<file path="src/rtl/pipe_pkg.sv">
// Shared pipeline types for the decode/issue stage: datapath widths,
// forwarding-select encoding and the ID/EX register bundle.
package pipe_pkg;

  localparam int XLEN   = 32;
  localparam int CTRL_W = 4;
  localparam int REG_W  = 5;

  typedef enum logic [1:0] {
    FWD_RF    = 2'd0,
    FWD_EXMEM = 2'd1,
    FWD_MEMWB = 2'd2
  } fwd_sel_e;

  typedef struct packed {
    logic              valid;
    logic              reg_write;
    logic              mem_read;
    logic              mem_write;
    logic [REG_W-1:0]  rd;
    logic [CTRL_W-1:0] alu_ctrl;
    logic [XLEN-1:0]   op_a;
    logic [XLEN-1:0]   op_b;
    logic [XLEN-1:0]   imm;
    logic [XLEN-1:0]   pc;
  } id_ex_t;

endpackage

</file>
<file path="src/rtl/fwd_mux.sv">
// Per-operand bypass select: x0 reads zero, EX/MEM beats MEM/WB,
// otherwise the register-file read data is used.
module fwd_mux
  import pipe_pkg::*;
(
  input  logic [REG_W-1:0] idx_i,
  input  logic [XLEN-1:0]  rf_data_i,
  input  logic             exmem_we_i,
  input  logic [REG_W-1:0] exmem_rd_i,
  input  logic [XLEN-1:0]  exmem_data_i,
  input  logic             memwb_we_i,
  input  logic [REG_W-1:0] memwb_rd_i,
  input  logic [XLEN-1:0]  memwb_data_i,
  output logic [XLEN-1:0]  data_o,
  output fwd_sel_e         sel_o
);

  // NOTE: every output gets a default before the if-chain so no path
  // leaves it unassigned, which would otherwise infer a latch.
  always_comb begin
    sel_o  = FWD_RF;
    data_o = rf_data_i;
    if (idx_i == '0) begin
      data_o = '0;
    end else if (exmem_we_i && (exmem_rd_i == idx_i)) begin
      sel_o  = FWD_EXMEM;
      data_o = exmem_data_i;
    end else if (memwb_we_i && (memwb_rd_i == idx_i)) begin
      // Covers the register-file write landing this same cycle.
      sel_o  = FWD_MEMWB;
      data_o = memwb_data_i;
    end
  end

endmodule

</file>
<file path="src/rtl/id_ex_issue.sv">
// Decode/issue stage: register-file read, operand forwarding, load-use
// bubble insertion and the ID/EX pipeline register.
module id_ex_issue #(
  parameter int XLEN   = pipe_pkg::XLEN,
  parameter int CTRL_W = pipe_pkg::CTRL_W,
  parameter int CNT_W  = 32
) (
  input  logic              clk,
  input  logic              rst_n,
  input  logic              id_valid,
  input  logic [4:0]        id_rs1,
  input  logic [4:0]        id_rs2,
  input  logic              id_use_rs1,
  input  logic              id_use_rs2,
  input  logic [4:0]        id_rd,
  input  logic              id_reg_write,
  input  logic              id_mem_read,
  input  logic              id_mem_write,
  input  logic [CTRL_W-1:0] id_alu_ctrl,
  input  logic [XLEN-1:0]   id_imm,
  input  logic [XLEN-1:0]   id_pc,
  output logic [4:0]        rf_rs1,
  output logic [4:0]        rf_rs2,
  input  logic [XLEN-1:0]   rf_rdata1,
  input  logic [XLEN-1:0]   rf_rdata2,
  input  logic              exmem_reg_write,
  input  logic [4:0]        exmem_rd,
  input  logic [XLEN-1:0]   exmem_result,
  input  logic              memwb_reg_write,
  input  logic [4:0]        memwb_rd,
  input  logic [XLEN-1:0]   memwb_result,
  input  logic              ex_flush,
  input  logic              ex_stall,
  output logic              id_stall,
  output logic              ex_valid,
  output logic              ex_reg_write,
  output logic              ex_mem_read,
  output logic              ex_mem_write,
  output logic [4:0]        ex_rd,
  output logic [CTRL_W-1:0] ex_alu_ctrl,
  output logic [XLEN-1:0]   ex_op_a,
  output logic [XLEN-1:0]   ex_op_b,
  output logic [XLEN-1:0]   ex_imm,
  output logic [XLEN-1:0]   ex_pc,
  output logic [CNT_W-1:0]  stall_cnt
);

  import pipe_pkg::*;

  // id_ex_t is sized by the package; XLEN/CTRL_W must match it.
  id_ex_t           ex_d, ex_q;
  logic [CNT_W-1:0] cnt_d, cnt_q;
  logic [XLEN-1:0]  fwd_a, fwd_b;
  fwd_sel_e         sel_a, sel_b;
  logic             hz;
  logic             unused_sel;

  assign rf_rs1     = id_rs1;
  assign rf_rs2     = id_rs2;
  assign unused_sel = ^{sel_a, sel_b};

  fwd_mux u_fwd_a (
    .idx_i        (id_rs1),
    .rf_data_i    (rf_rdata1),
    .exmem_we_i   (exmem_reg_write),
    .exmem_rd_i   (exmem_rd),
    .exmem_data_i (exmem_result),
    .memwb_we_i   (memwb_reg_write),
    .memwb_rd_i   (memwb_rd),
    .memwb_data_i (memwb_result),
    .data_o       (fwd_a),
    .sel_o        (sel_a)
  );

  fwd_mux u_fwd_b (
    .idx_i        (id_rs2),
    .rf_data_i    (rf_rdata2),
    .exmem_we_i   (exmem_reg_write),
    .exmem_rd_i   (exmem_rd),
    .exmem_data_i (exmem_result),
    .memwb_we_i   (memwb_reg_write),
    .memwb_rd_i   (memwb_rd),
    .memwb_data_i (memwb_result),
    .data_o       (fwd_b),
    .sel_o        (sel_b)
  );

  // A load in EX has no data to forward yet; its consumer must wait one cycle.
  assign hz = ex_q.valid & ex_q.mem_read & (ex_q.rd != '0) &
              ((id_use_rs1 & (id_rs1 == ex_q.rd)) |
               (id_use_rs2 & (id_rs2 == ex_q.rd)));

  assign id_stall = (hz | ex_stall) & ~ex_flush;

  always_comb begin
    ex_d  = ex_q;
    cnt_d = cnt_q;
    if (ex_flush) begin
      ex_d = '0;
    end else if (!ex_stall) begin
      if (hz) begin
        // Bubble: kill control only, remaining fields are don't-care.
        ex_d.valid     = 1'b0;
        ex_d.reg_write = 1'b0;
        ex_d.mem_read  = 1'b0;
        ex_d.mem_write = 1'b0;
        if (cnt_q != '1) begin
          cnt_d = cnt_q + CNT_W'(1);
        end
      end else begin
        ex_d.valid     = id_valid;
        ex_d.reg_write = id_valid & id_reg_write;
        ex_d.mem_read  = id_valid & id_mem_read;
        ex_d.mem_write = id_valid & id_mem_write;
        ex_d.rd        = id_rd;
        ex_d.alu_ctrl  = id_alu_ctrl;
        ex_d.op_a      = fwd_a;
        ex_d.op_b      = fwd_b;
        ex_d.imm       = id_imm;
        ex_d.pc        = id_pc;
      end
    end
  end

  // NOTE: state registers use non-blocking assignment so every flop samples
  // its pre-edge value regardless of process evaluation order.
  always_ff @(posedge clk or negedge rst_n) begin
    if (!rst_n) begin
      ex_q  <= '0;
      cnt_q <= '0;
    end else begin
      ex_q  <= ex_d;
      cnt_q <= cnt_d;
    end
  end

  assign ex_valid     = ex_q.valid;
  assign ex_reg_write = ex_q.reg_write;
  assign ex_mem_read  = ex_q.mem_read;
  assign ex_mem_write = ex_q.mem_write;
  assign ex_rd        = ex_q.rd;
  assign ex_alu_ctrl  = ex_q.alu_ctrl;
  assign ex_op_a      = ex_q.op_a;
  assign ex_op_b      = ex_q.op_b;
  assign ex_imm       = ex_q.imm;
  assign ex_pc        = ex_q.pc;
  assign stall_cnt    = cnt_q;

endmodule

</file>
<file path="config.mk">
export PLATFORM = sky130hd
export DESIGN_NAME = id_ex_issue
export DESIGN_NICKNAME = d
export VERILOG_FILES = /design/src/rtl/pipe_pkg.sv /design/src/rtl/fwd_mux.sv /design/src/rtl/id_ex_issue.sv
export SDC_FILE = /design/constraint.sdc
export NUM_CORES = 1
export LEC_CHECK = 0
export CAP_MARGIN = 5
export CELL_PAD_IN_SITES_DETAIL_PLACEMENT = 1
export CELL_PAD_IN_SITES_GLOBAL_PLACEMENT = 1
export CORE_MARGIN = 1.5
export CORE_UTILIZATION = 33
export CTS_BUF_LIST = sky130_fd_sc_hd__clkbuf_8
export DETAILED_ROUTE_END_ITERATION = 8
export PLACE_DENSITY = 0.9
export SYNTH_ARGS = -nofsm -noshare
export SYNTH_HDL_FRONTEND = slang
export SYNTH_SLANG_ARGS = --single-unit
</file>
<file path="constraint.sdc">
create_clock -name clk -period 5.79 [get_ports clk]
set_clock_uncertainty 0.15 [all_clocks]
set_input_delay 1.158 -clock clk [delete_from_list [all_inputs] [get_ports clk]]
set_output_delay 1.158 -clock clk [all_outputs]
set_load 0.01 [all_outputs]
</file>
## After elaboration in Yosys (flattened, before gate mapping)

Cells that the tools add are included.
Widths: inputs -> output; s select.

- Word-level logic and storage cells: 53
- Bits of input ports: 233
- Register bits: 173

- Eq/ne operators: 9
- Bitwise operators: 13
- $add $sub $neg: 1
- Multiplexer cells: 10
- Reductions and logical operators: 9

Operators by type and width:

| cell | number |
|---|---|
| $mux 141 | 2 |
| $mux 32 | 6 |
| $mux 137 | 1 |
| $add 32x1->32 const B | 1 |
| $ne 32x32->1 const B | 1 |
| $eq 5x5->1 | 6 |
| $logic_not 5->1 | 2 |
| $and 1x1->1 | 9 |
| $reduce_bool 5->1 | 1 |
| $logic_and 1x1->1 | 4 |
| $mux 4 | 1 |
| $ne 2x2->1 const B | 2 |
| $reduce_and 4->1 | 1 |
| $not 1->1 | 2 |
| $or 1x1->1 | 2 |
| $reduce_and 2->1 | 1 |

## Depth between registers and ports, before layout

Gate-level depths: netlist (run 1).

- Word-level depth: 8
- Gate-level depth with buffers: 9
- Gate-level depth less buffers: 6

## Hierarchy

From an unflattened synthesis (run 1), not the netlist that was laid out.

- Cells, all modules: 1315
- Area total of the unflattened synthesis: 10660.2 µm²

By module, submodules not included:

| module | sequential area each (µm²) | cells each | area an instance (µm²) | instances |
|---|---|---|---|---|
| id_ex_issue | 4329.2 | 735 | 7169.4 | 1 |
| fwd_mux | 0.0 | 290 | 1745.4 | 2 |

## Worst setup path after synthesis (run 1)

No wires, ideal clock.

- Path kind: input to output
- From: in id_rs1[3]
- To: out id_stall
- Stages: 7
- Data arrival time: 2651 ps
- Setup slack: 1831 ps
- Path buffers: 2
- Cells stage by stage: xor2_1 -> nor4_2 -> a32oi_2 -> a211o_1 -> a21oi_1 -> buf_2 -> buf_2

- Longest elaborated chain between the ends: 6

RTL lines:

| element | line | RTL |
|---|---|---|
| start: declaration | id_ex_issue.sv:11 | `input logic [4:0] id_rs1,` |
| $eq 5x5->1 | id_ex_issue.sv:90 | `((id_use_rs1 & (id_rs1 == ex_q.rd)) \|` |
| $and 1x1->1 | id_ex_issue.sv:90 |  |
| $or 1x1->1 | id_ex_issue.sv:90 |  |
| $and 1x1->1 | id_ex_issue.sv:89 | `assign hz = ex_q.valid & ex_q.mem_read & (ex_q.rd != '0) &` |
| $or 1x1->1 | id_ex_issue.sv:93 | `assign id_stall = (hz \| ex_stall) & ~ex_flush;` |
| $and 1x1->1 | id_ex_issue.sv:93 |  |
| end: declaration | id_ex_issue.sv:34 | `output logic id_stall,` |

Every way passes these cells.

## Worst setup path after layout (run 1)

- From: in id_rs2[2]
- To: out id_stall

- Longest elaborated chain between the ends: 6

RTL lines:

| element | line | RTL |
|---|---|---|
| start: declaration | id_ex_issue.sv:12 | `input logic [4:0] id_rs2,` |
| $eq 5x5->1 | id_ex_issue.sv:91 | `(id_use_rs2 & (id_rs2 == ex_q.rd)));` |
| $and 1x1->1 | id_ex_issue.sv:91 |  |
| $or 1x1->1 | id_ex_issue.sv:90 |  |
| $and 1x1->1 | id_ex_issue.sv:89 |  |
| $or 1x1->1 | id_ex_issue.sv:93 |  |
| $and 1x1->1 | id_ex_issue.sv:93 |  |

Every way passes these cells.

==> results of run 1 <==
[placed cells by master, fill, tap and decap left out, types with 11 or more instances in the layout]
cell type and count:
nor2_1 72, xor2_1 21, a22o_1 74, nand2_1 141
clkbuf_8 17, buf_4 11, inv_1 41, clkdlybuf4s50_1 415
a32o_1 67, a21oi_1 67, and3_1 11, nand3_1 53
dfrtp_1 173, xnor2_1 33
[final cells by class]
cell class	count	area [sq um]	share of cell area, %
inverter	41	154	1.16
sequential	173	4330	32.5
clock buffer	17	234	1.76
clock inverter	15	213	1.60
timing repair buffer	429	4290	32.2
tap	330	413	3.10
multi-input combinational	587	3680	27.6
antenna	1	2.50	0.0188
[critical path, stage by stage]
cell and delay, ps:
clkdlybuf4s50_1 530, xor2_1 190, nor4_1 380, a32oi_2 210
a211o_2 370, a21oi_4 220, clkdlybuf4s50_1 570
[synth_stat cells, types with 2 or more instances]
library cell | instances | area (sq um)
a21oi_1 | 68 | 340
a22o_1 | 74 | 648
a32o_1 | 67 | 671
and3_1 | 12 | 75.1
and4_1 | 3 | 26.3
buf_1 | 2 | 7.51
buf_2 | 16 | 80.1
buf_4 | 12 | 90.1
buf_6 | 3 | 33.8
clkbuf_1 | 41 | 154
dfrtp_1 | 173 | 4330
inv_1 | 41 | 154
nand2_1 | 141 | 529
nand2b_1 | 5 | 31.3
nand3_1 | 54 | 270
nand4_1 | 4 | 25.0
nor2_1 | 72 | 270
nor3_1 | 4 | 20.0
nor4_1 | 5 | 31.3
nor4_2 | 3 | 37.5
o21ai_1 | 2 | 10.0
or4_1 | 2 | 15.0
xnor2_1 | 33 | 289
xor2_1 | 21 | 184
[registers in the layout, indices dropped and copies added, names as in the netlist]
name and flops:
ex_op_a 32, ex_rd 5, ex_reg_write 1, ex_valid 1
ex_mem_write 1, ex_op_b 32, stall_cnt 32, ex_pc 32
ex_alu_ctrl 4, ex_imm 32, ex_mem_read 1
[through the flow]
stage	hold WS (ps)	total power [mW]
6_report	349	2.82
5_1_grt	362	2.95
3_3_place_gp	323	1.89
2_1_floorplan	369	1.52
4_1_cts	353	2.86
3_5_place_dp	330	1.90
[layer usage]
metal | vias to the layer above | GRT usage (%) | share of wire [%]
met5 | - | 0 | 0
met4 | 0 | 10.5 | 3.0
met3 | 59 | 6.17 | 6.7
met2 | 333 | 44.0 | 51
met1 | 4321 | 30.4 | 40
li1 | 3842 | - | -
[power by group through the flow]
stage	combinational (mW)	sequential, mW	clock (mW)
detailed placement	0.574	1.33	0
global route	0.611	1.31	1.02
global placement	0.560	1.33	0
floorplan	0.166	1.35	0
CTS	0.576	1.31	0.975
finish	0.572	1.31	0.943
[worst paths after layout]
check | startpoint | to | slack [ps] | cells after the start
max in group asynchronous | rst_n | ex_op_b[7] | 3920 | 2
hold / removal | ex_op_a[15] | ex_op_a[15] | 350 | 1
setup / recovery | id_rs2[2] | id_stall | 840 | 7
setup reg to reg | ex_rd[2] | ex_imm[29] | 1960 | 8
hold reg to reg | ex_op_a[15] | ex_op_a[15] | 350 | 1
min in group asynchronous | rst_n | ex_pc[11] | 530 | 1
[logic make-up after synthesis]
kind of cell / Yosys count
adders and majority gates: 1
buffers and inverters: 115
AOI/OAI and AO/OA: 221
DFF: 173
muxes: 1
xor gates and xnor gates: 54
and+or+nand+nor: 310
==> results.sh, run 1 <==
export IMPL_outcome="finished, final reports clean"
export IMPL_critPathCaptureType="output port"
export IMPL_post_dp_cell_area_sq_mm=0.0129
export IMPL_seq_area_frac_synth_pct=50.9
export IMPL_antenna_found_initial=2
export IMPL_dp_cells=1560
export IMPL_p_seq_share_pct=46.3
export IMPL_synth_edf_count=0
export IMPL_tritoncts="done"
export IMPL_clkTransAtPathRegs_ps=100
export IMPL_drive_above_1_share_pct=4.83
export IMPL_final_cell_area_sq_mm=0.0133
export IMPL_synthesis_nets=1109
export IMPL_netlist_area_sq_mm=0.00850
export IMPL_synth_xor_xnor_area_share_pct=5.57
export IMPL_setup_violations=0
export IMPL_drt_first_pass_iters=6
export IMPL_synth_mux_area_share_pct=0.133
export IMPL_viasPerCell=5.37
export IMPL_p_clk_share_pct=33.4
export IMPL_grtUsageTotal_pct=25.5
export IMPL_antenna_left=0
export IMPL_die_y_um=163
export IMPL_htreeDepth=4
export IMPL_clkSinkCount=173
export IMPL_synth_top_family_by_area="compound AO/OA/AOI/OAI gates"
export IMPL_cp_required_ps=4480
export IMPL_hold_violations=0
export IMPL_synthSimpleGateAreaFrac_pct=16.1
export IMPL_yosys_register_bits=173
export IMPL_cap_violations=0
export IMPL_fillers=2836
export IMPL_avgRoutedWirePerCell_um=21.9
export IMPL_ys_warn_count=0
export IMPL_std_cell_rows=58
export IMPL_synthArstFlopShare_pct=100
export IMPL_internal_power_mw=1.98
export IMPL_die_w_um=163
export IMPL_cts_buffers=17
export IMPL_gr_total_overflow=0
export IMPL_portBuffers=416
export IMPL_fin_crit_ps=4950
export IMPL_cts_root_buf="clkbuf_8"
export IMPL_ys_flop_type="dfrtp_1"
export IMPL_power_frac_comb_pct=20.3
export IMPL_clock_latency_ps=470
export IMPL_post_cts_setup_buffers=0
export IMPL_p_leak_nw=5.91
export IMPL_die_area_sq_mm=0.0267
export IMPL_dp_slack_ps=722
export IMPL_switching_share_pct=30.0
export IMPL_hpwlAfterDp_um=24900
export IMPL_grt_pass1_vias=9055
export IMPL_core_area_sq_mm=0.0253
export IMPL_drt_iter0_drc=644
export IMPL_cts_max_path_buffers=2
export IMPL_vias=8555
export IMPL_cp_max_fo=8
export IMPL_nNetsFinal=1483
export IMPL_worst_pin_slew_ps=1020
export IMPL_post_cts_resized=0
export IMPL_cp_start_kind="input pin"
export IMPL_syn_area_per_cell_sq_um=9.71
export IMPL_routed_wl_um=34900
export IMPL_ctsHoldBuffers=0
export IMPL_critPathArrivalTime_ps=3650
export IMPL_fmax_mhz=202
export IMPL_setup_ws_ps=836
export IMPL_stdcell_count=1593
export IMPL_initial_utilization_pct=33.6
export IMPL_grt_pass1_wl_um=52500
export IMPL_flow_area_growth_from_synthesis_pct=56.7
export IMPL_power_density_mw_per_mm2=212
export IMPL_num_io_pins=417
export IMPL_min_delay_path_class="register to register"
export IMPL_synthAdderAreaFrac_pct=0.147
export IMPL_path_class="input pin to output port"
export IMPL_utilization_pct=52.7
export IMPL_yosysUniqueCellTypes=41
export IMPL_finalWeightedCongestion=0.853
export IMPL_fin_tns_setup_ps=0
export IMPL_slew_headroom_pct=31.9
export IMPL_timing_final_max_slew_violations=0
export IMPL_synth_compound_gate_area_share_pct=21.0
export IMPL_syn_inst=875
export IMPL_drc=0
export IMPL_vdd_drop_max_mv=0.140
export IMPL_period_share_pct=85.6
export IMPL_p_sw_mw=0.847
export IMPL_rsz0062_at_grt="false"
export IMPL_grt_max_degree=102
Note: power is estimated with default switching activity, not from simulation.
==> run 2: changes to the inputs <==
--- a/config.mk
+++ b/config.mk
@@ -5,7 +5,6 @@
 export SDC_FILE = /design/constraint.sdc
 export NUM_CORES = 1
 export LEC_CHECK = 0
-export CAP_MARGIN = 5
 export CELL_PAD_IN_SITES_DETAIL_PLACEMENT = 1
 export CELL_PAD_IN_SITES_GLOBAL_PLACEMENT = 1
 export CORE_MARGIN = 1.5
==> results of run 2 <==
The final DEF is identical to that of run 1; final timing and power are the same.
